$ cat config.mk
export PLATFORM = sky130hd
export DESIGN_NAME = pipe_cla_adder_flat
export DESIGN_NICKNAME = d
export VERILOG_FILES = /design/src/rtl/pipe_cla_adder_if.sv /design/src/rtl/pipe_cla_adder.sv /design/src/flat_wrapper.sv
export SDC_FILE = /design/constraint.sdc
export NUM_CORES = 1
export LEC_CHECK = 0
export ABC_AREA = 1
export BUFFER_PORTS_ARGS = -buffer_cell sky130_fd_sc_hd__buf_2
export CAP_MARGIN = 20
export CORE_UTILIZATION = 58
export CTS_CLUSTER_SIZE = 24
export DETAILED_ROUTE_END_ITERATION = 12
export PLACE_DENSITY = 0.79
export SETUP_SLACK_MARGIN = 0.15
export SYNTH_ARGS = -nofsm -noshare
export SYNTH_HDL_FRONTEND = slang
export SYNTH_SLANG_ARGS = --single-unit
$ cat constraint.sdc
create_clock -name clk -period 3.4 [get_ports clk]
set_input_delay 0.34 -clock clk [delete_from_list [all_inputs] [get_ports clk]]
set_output_delay 0.34 -clock clk [all_outputs]
set_load 0.02 [all_outputs]
$ cat src/rtl/pipe_cla_adder_if.sv
`default_nettype none
// ============================================================================
// Module   : pipe_cla_adder_if
// Brief    : Operand/result handshake bundle for the pipelined CLA adder.
// Revision : 1.0
// ============================================================================
interface pipe_cla_adder_if #(
   parameter int WIDTH = 16
);
   logic             in_valid;
   logic             in_ready;
   logic [WIDTH-1:0] a;
   logic [WIDTH-1:0] b;
   logic             cin;
   logic             sub;
   logic             out_valid;
   logic             out_ready;
   logic [WIDTH-1:0] sum;
   logic             cout;
   logic             ovf;

   modport master (
      output in_valid, a, b, cin, sub, out_ready,
      input  in_ready, out_valid, sum, cout, ovf
   );

   modport slave (
      input  in_valid, a, b, cin, sub, out_ready,
      output in_ready, out_valid, sum, cout, ovf
   );
endinterface
`default_nettype wire

$ cat src/rtl/pipe_cla_adder.sv
`default_nettype none
// ============================================================================
// Module   : pipe_cla_adder
// Brief    : Add/subtract pipelined one 4-bit carry-lookahead slice per stage.
// Revision : 1.0
// ============================================================================
module pipe_cla_adder #(
   parameter int WIDTH = 16
) (
   input  wire logic       clk,
   input  wire logic       rst,
   pipe_cla_adder_if.slave bus
);
   localparam int STAGES = WIDTH / 4;
   localparam int LAST   = STAGES - 1;

   // Returns {carry_out, sum[3:0]} of a 4-bit carry-lookahead slice.
   function automatic logic [4:0] cla4(input logic [3:0] x, input logic [3:0] y,
                                       input logic c0);
      logic [3:0] g;
      logic [3:0] p;
      logic [4:0] c;
      g    = x & y;
      p    = x ^ y;
      c[0] = c0;
      c[1] = g[0] | (p[0] & c0);
      c[2] = g[1] | (p[1] & g[0]) | (p[1] & p[0] & c0);
      c[3] = g[2] | (p[2] & g[1]) | (p[2] & p[1] & g[0]) | (p[2] & p[1] & p[0] & c0);
      c[4] = g[3] | (p[3] & g[2]) | (p[3] & p[2] & g[1]) | (p[3] & p[2] & p[1] & g[0])
           | (p[3] & p[2] & p[1] & p[0] & c0);
      return {c[4], p ^ c[3:0]};
   endfunction

   logic             r_valid [STAGES];
   logic             r_carry [STAGES];
   logic [WIDTH-1:0] r_a     [STAGES];
   logic [WIDTH-1:0] r_b     [STAGES];
   logic [WIDTH-1:0] r_sum   [STAGES];

   logic             w_v_in  [STAGES];
   logic             w_c_in  [STAGES];
   logic [WIDTH-1:0] w_a_in  [STAGES];
   logic [WIDTH-1:0] w_b_in  [STAGES];
   logic [WIDTH-1:0] w_s_in  [STAGES];
   logic [WIDTH-1:0] w_s_nxt [STAGES];
   logic             w_c_nxt [STAGES];
   logic             w_stall;

   assign w_stall = r_valid[LAST] & ~bus.out_ready;

   for (genvar k = 0; k < STAGES; k++) begin : g_stage
      logic [4:0] w_cla;

      if (k == 0) begin : g_first
         // B is inverted once on entry so every slice only ever adds.
         assign w_v_in[k] = bus.in_valid;
         assign w_a_in[k] = bus.a;
         assign w_b_in[k] = bus.sub ? ~bus.b : bus.b;
         assign w_c_in[k] = bus.sub | bus.cin;
         assign w_s_in[k] = '0;
      end else begin : g_next
         assign w_v_in[k] = r_valid[k-1];
         assign w_a_in[k] = r_a[k-1];
         assign w_b_in[k] = r_b[k-1];
         assign w_c_in[k] = r_carry[k-1];
         assign w_s_in[k] = r_sum[k-1];
      end

      assign w_cla      = cla4(w_a_in[k][4*k +: 4], w_b_in[k][4*k +: 4], w_c_in[k]);
      // Nibble k of the travelling sum is still zero here, so OR-in is enough.
      assign w_s_nxt[k] = w_s_in[k] | (WIDTH'(w_cla[3:0]) << (4 * k));
      assign w_c_nxt[k] = w_cla[4];
   end

   always_ff @(posedge clk or posedge rst) begin
      if (rst) begin
         for (int k = 0; k < STAGES; k++) begin
            r_valid[k] <= 1'b0;
            r_carry[k] <= 1'b0;
            r_a[k]     <= '0;
            r_b[k]     <= '0;
            r_sum[k]   <= '0;
         end
      end else if (!w_stall) begin
         for (int k = 0; k < STAGES; k++) begin
            r_valid[k] <= w_v_in[k];
            if (w_v_in[k]) begin
               r_carry[k] <= w_c_nxt[k];
               r_a[k]     <= w_a_in[k];
               r_b[k]     <= w_b_in[k];
               r_sum[k]   <= w_s_nxt[k];
            end
         end
      end
   end

   assign bus.in_ready  = ~w_stall;
   assign bus.out_valid = r_valid[LAST];
   assign bus.sum       = r_sum[LAST];
   assign bus.cout      = r_carry[LAST];
   assign bus.ovf       = (r_a[LAST][WIDTH-1] ~^ r_b[LAST][WIDTH-1])
                        & (r_sum[LAST][WIDTH-1] ^ r_a[LAST][WIDTH-1]);
endmodule
`default_nettype wire

$ cat src/flat_wrapper.sv
// flat-port wrapper written by rule: the top's interface ports become plain ports
module pipe_cla_adder_flat 
#(
   parameter int WIDTH = 16
)
  (clk, rst, bus_in_valid, bus_a, bus_b, bus_cin, bus_sub, bus_out_ready, bus_in_ready, bus_out_valid, bus_sum, bus_cout, bus_ovf);
  pipe_cla_adder_if #(.WIDTH(WIDTH)) bus_i ();
  input  wire logic clk;
  input  wire logic rst;
  input wire logic [$bits(bus_i.in_valid)-1:0] bus_in_valid;
  input wire logic [$bits(bus_i.a)-1:0] bus_a;
  input wire logic [$bits(bus_i.b)-1:0] bus_b;
  input wire logic [$bits(bus_i.cin)-1:0] bus_cin;
  input wire logic [$bits(bus_i.sub)-1:0] bus_sub;
  input wire logic [$bits(bus_i.out_ready)-1:0] bus_out_ready;
  output wire logic [$bits(bus_i.in_ready)-1:0] bus_in_ready;
  output wire logic [$bits(bus_i.out_valid)-1:0] bus_out_valid;
  output wire logic [$bits(bus_i.sum)-1:0] bus_sum;
  output wire logic [$bits(bus_i.cout)-1:0] bus_cout;
  output wire logic [$bits(bus_i.ovf)-1:0] bus_ovf;
  assign bus_i.in_valid = bus_in_valid;
  assign bus_i.a = bus_a;
  assign bus_i.b = bus_b;
  assign bus_i.cin = bus_cin;
  assign bus_i.sub = bus_sub;
  assign bus_i.out_ready = bus_out_ready;
  assign bus_in_ready = bus_i.in_ready;
  assign bus_out_valid = bus_i.out_valid;
  assign bus_sum = bus_i.sum;
  assign bus_cout = bus_i.cout;
  assign bus_ovf = bus_i.ovf;
  pipe_cla_adder #(.WIDTH(WIDTH)) u_core (.clk(clk), .rst(rst), .bus(bus_i));
endmodule
* After elaboration in Yosys (flattened, before gate mapping) *
Cells that the tools add are included.
W data, S select, Z words.

word-level totals
  input bits = 38
  word-level logic and storage cells = 152
  register bits after elaboration = 188
  output and inout bits = 20

cells by class
  mux-type cells = 1
  bitwise operators = 127
  reduce and logical (&&, ||, !) cells = 4

operators with widths
  cell               count
  $and A1 B1 Y1      66
  $or A1 B1 Y1       41
  $xor A4 B4 Y4      8
  $and A4 B4 Y4      4
  $mux W16           1
  $not A16 Y16       1
  $or A16 B12 Y16    1
  $or A16 B16 Y16    1
  $or A4 B8 Y8       1
  $reduce_and A2 Y1  4
  $not A1 Y1         2
  $xnor A1 B1 Y1     1
  $xor A1 B1 Y1      1

* Depth between registers and ports, before layout *
  depth in word-level cells = 8
  mapped depth = 12
  gate-level depth less buffers = 10

* Worst setup path after synthesis *
Ideal clock, no wire load.

  kind = input to register
  start = input bus_sub
  end = register u_core.r_sum[51] in the netlist's numbering
  stages on the path = 12
  required time = 3.283 ns
  path slack = 1.587 ns
  arrival = 1.696 ns
  path buffers = 2
  library setup time = 0.117 ns
  cells stage by stage = buf_4 > buf_4 > xnor2_1 > inv_1 > ha_1 > inv_1 > nor2_1 > nand2_1 > nand2_1 > nand2_1 > nand3_1 > nand2_1

on the way
  longest elaborated chain between the ends = 7
  elaborated cells on any way between the ends = 13
  those cells by class = mux: 1; bitwise: 12

ends and longest elaborated chain
  element                                                             line                                        text
  start: declaration                                                  flat_wrapper.sv:14                          input wire logic [$bits(bus_i.sub)-1:0] bus_sub;
  $mux W16                                                            pipe_cla_adder.sv:58                        assign w_b_in[k] = bus.sub ? ~bus.b : bus.b;
  $xor A4 B4 Y4 / $and A4 B4 Y4 (equally long branches)               pipe_cla_adder.sv:24, pipe_cla_adder.sv:23
  $and A1 B1 Y1                                                       pipe_cla_adder.sv:28                        c[3] = g[2] | (p[2] & g[1]) | (p[2] & p[1] & g[0]) | (p[2] & p[1] & p[0] & c0);
  $or A1 B1 Y1 / $and A1 B1 Y1 (equally long branches) (2 in series)  pipe_cla_adder.sv:28
  $or A1 B1 Y1                                                        pipe_cla_adder.sv:28
  $xor A4 B4 Y4 *                                                     pipe_cla_adder.sv:31                        return {c[4], p ^ c[3:0]};
  end signal: indexed assignment                                      pipe_cla_adder.sv:91                        r_sum[k] <= w_s_nxt[k];
  end: declaration                                                    pipe_cla_adder.sv:38                        logic [WIDTH-1:0] r_sum [STAGES];

Mark *: on every way between the ends. The rest lies on a longest branch, timed or not.
A chain may end at the register's enable or synchronous reset.

* Final worst setup path *
  start = register u_core.r_valid (netlist bit u_core.bus.out_valid)
  end = register u_core.r_b[43] in the netlist's numbering

on the way
  longest elaborated chain between the ends = 3

ends and longest elaborated chain
  element                             line                  text
  start: declaration                  pipe_cla_adder.sv:34  logic r_valid [STAGES];
  start signal: indexed assignment    pipe_cla_adder.sv:86  r_valid[k] <= w_v_in[k];
  $and A1 B1 Y1                       pipe_cla_adder.sv:49  assign w_stall = r_valid[LAST] & ~bus.out_ready;
  $not A1 Y1 (no source line)         -
  $reduce_and A2 Y1 (no source line)  -
  end signal: indexed assignment      pipe_cla_adder.sv:90  r_b[k] <= w_b_in[k];
  end: declaration                    pipe_cla_adder.sv:37  logic [WIDTH-1:0] r_b [STAGES];

No other way between the ends.

==> results.py <==
metrics = {
    "outcome": {
        "outcome": "finished clean",
    },
    "synth": {
        "muxShareOfSynthArea_pct": 0,
        "synth_compound_area_share_pct": 8.19,
        "yosysWarnings": 0,
        "synth_top_family_by_area": "simple AND/OR/NAND/NOR gates",
        "async_flop_share_pct": 100,
        "synth_area_leaders": "dfrtp_1 (52%), nand2_1 (14%), o21ai_0 (6.6%), ha_1 (4.8%), inv_1 (4.3%)",
        "synth_cell_types": 27,
        "synth_nets": 589,
        "synthAdderAreaFrac_pct": 6.53,
        "post-synth-top-area-fraction_pct": 52.4,
        "synth-edff-count": 0,
        "synth.most_common_cell": "nand2_1",
        "synthCells": 529,
        "synth_area_sq_um": 4680,
        "synthXorXnorAreaFrac_pct": 3.75,
        "synth.largest_area_cell": "dfrtp_1",
        "avgSynthCellArea_sq_um": 8.84,
        "synth-seq-area-share_pct": 52.4,
        "synth_top_flop_cell": "dfrtp_1",
        "synth_common_cells": "nand2_1 (177), dfrtp_1 (98), o21ai_0 (62), inv_1 (54), buf_4 (21)",
        "synth_simple_gate_area_share_pct": 19.3,
        "ys_ff_latch": 98,
    },
    "critical_path": {
        "cp-start-kind": "register",
        "slowest_stage": "nor2_2",
        "path_buf_inv": 2,
        "cpPeakStageDelay_ns": 0.57,
        "crit_required_ns": 3.67,
        "critical_path_class": "reg -> reg",
        "cpLargestDelayFamily": "simple AND/OR/NAND/NOR gates",
        "cp.arrival_ns": 2.11,
        "endpoint_kind": "register",
        "critPathMaxFanout": 30,
        "path_cells": "inv_1 > nor2_4 > nor2_2 > inv_2 > o21ai_0",
    },
    "timing": {
        "hold_viol_final": 0,
        "rsz0062_at_grt": "no",
        "tightestPinTransition_ns": 0.737,
        "skew_ns": 0.00777,
        "setup_tns_ns": 0,
        "setup_ws_ns": 1.56,
        "fmax_ghz": 0.544,
        "whs_ns": 0.179,
        "slew_viol_final": 0,
        "finalCritPeriodShare_pct": 54.1,
        "setup_viol": 0,
        "fin_crit_ns": 1.84,
        "timing.slew.headroom_pct": 50.8,
    },
    "cells_and_area": {
        "area_growth_pct": 8.61,
        "antenna_cells": 0,
        "drive_above_1_share_pct": 15.6,
        "nNetsFinal": 626,
        "final_area_sq_um": 5080,
        "stdcell_count": 673,
    },
    "job": {
        "cap_violations": 0,
    },
    "route": {
        "ant_nets": 0,
        "drt-total-wl_microns": 7760,
        "drc": 0,
        "first_pass_iters": 4,
        "wl_per_cell_microns": 11.5,
        "vias": 3297,
        "drt-initial-drc-count": 172,
        "vias_per_cell": 4.90,
    },
    "power": {
        "switchingPower_mw": 1.66,
        "pwr-share-seq_pct": 44.8,
        "peakVddDrop_mv": 0.309,
        "p_leak_nw": 2.68,
        "p_comb_share_pct": 38.8,
        "p_int_mw": 2.53,
        "power_density_nw_per_um2": 825,
        "netSwitchingFraction_pct": 39.6,
        "p_clk_share_pct": 16.4,
    },
    "grt": {
        "track_usage_pct": 20.8,
        "grt_pass1_vias": 3162,
        "grt_pass1_wl_microns": 14000,
        "overflow": 0,
        "antenna_found_initial": 0,
        "grt_max_degree": 58,
    },
    "clock_tree": {
        "cts_sinks": 98,
        "htree_levels": 3,
        "tritoncts": "built",
        "clk_latency_ns": 0.36,
        "clk_path_buf_depth": 2,
        "post_cts_buffers": 0,
        "path_clk_slew_ns": 0.09,
        "cts_root_buffer": "clkbuf_8",
        "cts_resized": 0,
        "numCtsBuffers": 9,
    },
    "placement": {
        "place_ws_ns": 1.45,
        "dp_hpwl_microns": 5690,
        "placed_area_sq_um": 4870,
        "portBuffers": 57,
        "dp.cells": 655,
        "finalWeightedCongestion": 0.818,
    },
    "floorplan": {
        "fp.dieW_microns": 91.8,
        "dieArea_sq_um": 8430,
        "rows": 32,
        "boundaryPins": 58,
        "die_h_microns": 91.8,
        "fp.coreArea_sq_um": 7770,
        "initial_core_util_pct": 60.2,
    },
    "hold_path": {
        "hp-class": "in -> reg",
    },
}
[power groups by stage]
stage          sequential (mW)  clock, mW  combinational, mW
2_1_floorplan             1.85          0               1.41
3_3_place_gp              1.88          0               1.57
3_5_place_dp              1.90          0               1.64
4_1_cts                   1.88      0.703               1.65
5_1_grt                   1.94      0.755               1.90
6_report                  1.88      0.686               1.63
[placed cells by master (no fill, tap or decap), types with 4 or more instances in the layout]
| master | Yosys | routed |
|---|---|---|
| o21ai_0 | 62 | 62 |
| clkbuf_8 | 0 | 11 |
| a21oi_1 | 5 | 5 |
| fa_1 | 4 | 4 |
| ha_1 | 18 | 18 |
| nand2_1 | 177 | 177 |
| buf_2 | 9 | 57 |
| dfrtp_1 | 98 | 98 |
| nand3_1 | 16 | 16 |
| inv_1 | 54 | 53 |
| nor2_1 | 16 | 16 |
| xnor2_1 | 14 | 14 |
| o21ai_1 | 4 | 4 |
| xor2_1 | 6 | 6 |
[worst paths after layout]
| check | from | end | slack [ns] | cells past startpoint |
|---|---|---|---|---|
| max | u_core.bus.out_valid | u_core.r_b[43] | 1.56 | 5 |
| min | bus_a[14] | u_core.r_a[62] | 0.18 | 3 |
| max reg2reg | u_core.bus.out_valid | u_core.r_b[43] | 1.56 | 5 |
| min reg2reg | u_core.bus.sum[8] | u_core.bus.sum[8] | 0.47 | 2 |
| max in group asynchronous | rst | u_core.r_b[28] | 2.30 | 4 |
| min in group asynchronous | rst | u_core.r_b[15] | 0.49 | 3 |
[cell families after synthesis]
group	Yosys count
AND/OR/NAND/NOR	221
XOR/XNOR	20
adder cells (fa/ha/maj)	22
flip-flops	98
buffers and inverters	93
AO/OA/AOI/OAI	75
[flip-flops by register name (all words and copies together) (netlist names)]
name and cells:
u_core.r_carry 3, u_core.bus.sum 16, u_core.r_b 25, u_core.bus.cout 1, u_core.r_sum 24, u_core.bus.out_valid 1, u_core.r_valid 3, u_core.r_a 25
[layer usage]
layer,vias to the layer above,global-route usage [%],wire [microns]
met4,0,6.38,70
met2,63,34.3,3520
met5,-,0,0
li1,1706,-,-
met3,8,3.90,304
met1,1520,28.3,3860
[worst reg2reg max path, stage by stage (launching register included)]
cell,delay (ns)
dfrtp_1,0.38
inv_1,0.09
nor2_4,0.07
nor2_2,0.57
inv_2,0.38
o21ai_0,0.27
[stage by stage]
step	utilization (%)	total power, mW
floorplan	-	3.26
global placement	62.7	3.46
detailed placement	62.7	3.54
CTS	65.0	4.23
global route	65.4	4.59
finish	65.4	4.19
[final cells by class]
class / count / area [sq um]
fillers: 653 / 2690
flip-flops and latches: 98 / 2450
multi-input cells: 338 / 1760
repair buffers: 61 / 330
inverters: 58 / 224
clock buffers: 12 / 155
well taps: 102 / 128
clock inverters: 4 / 26.3
[what timing repair did]
item / CTS / global route
hold buffers: 0 / 1
endpoints found under the hold margin: 0 / 18
endpoints found under the setup margin: 0 / 0
Note: power is estimated with default switching activity, not from simulation.
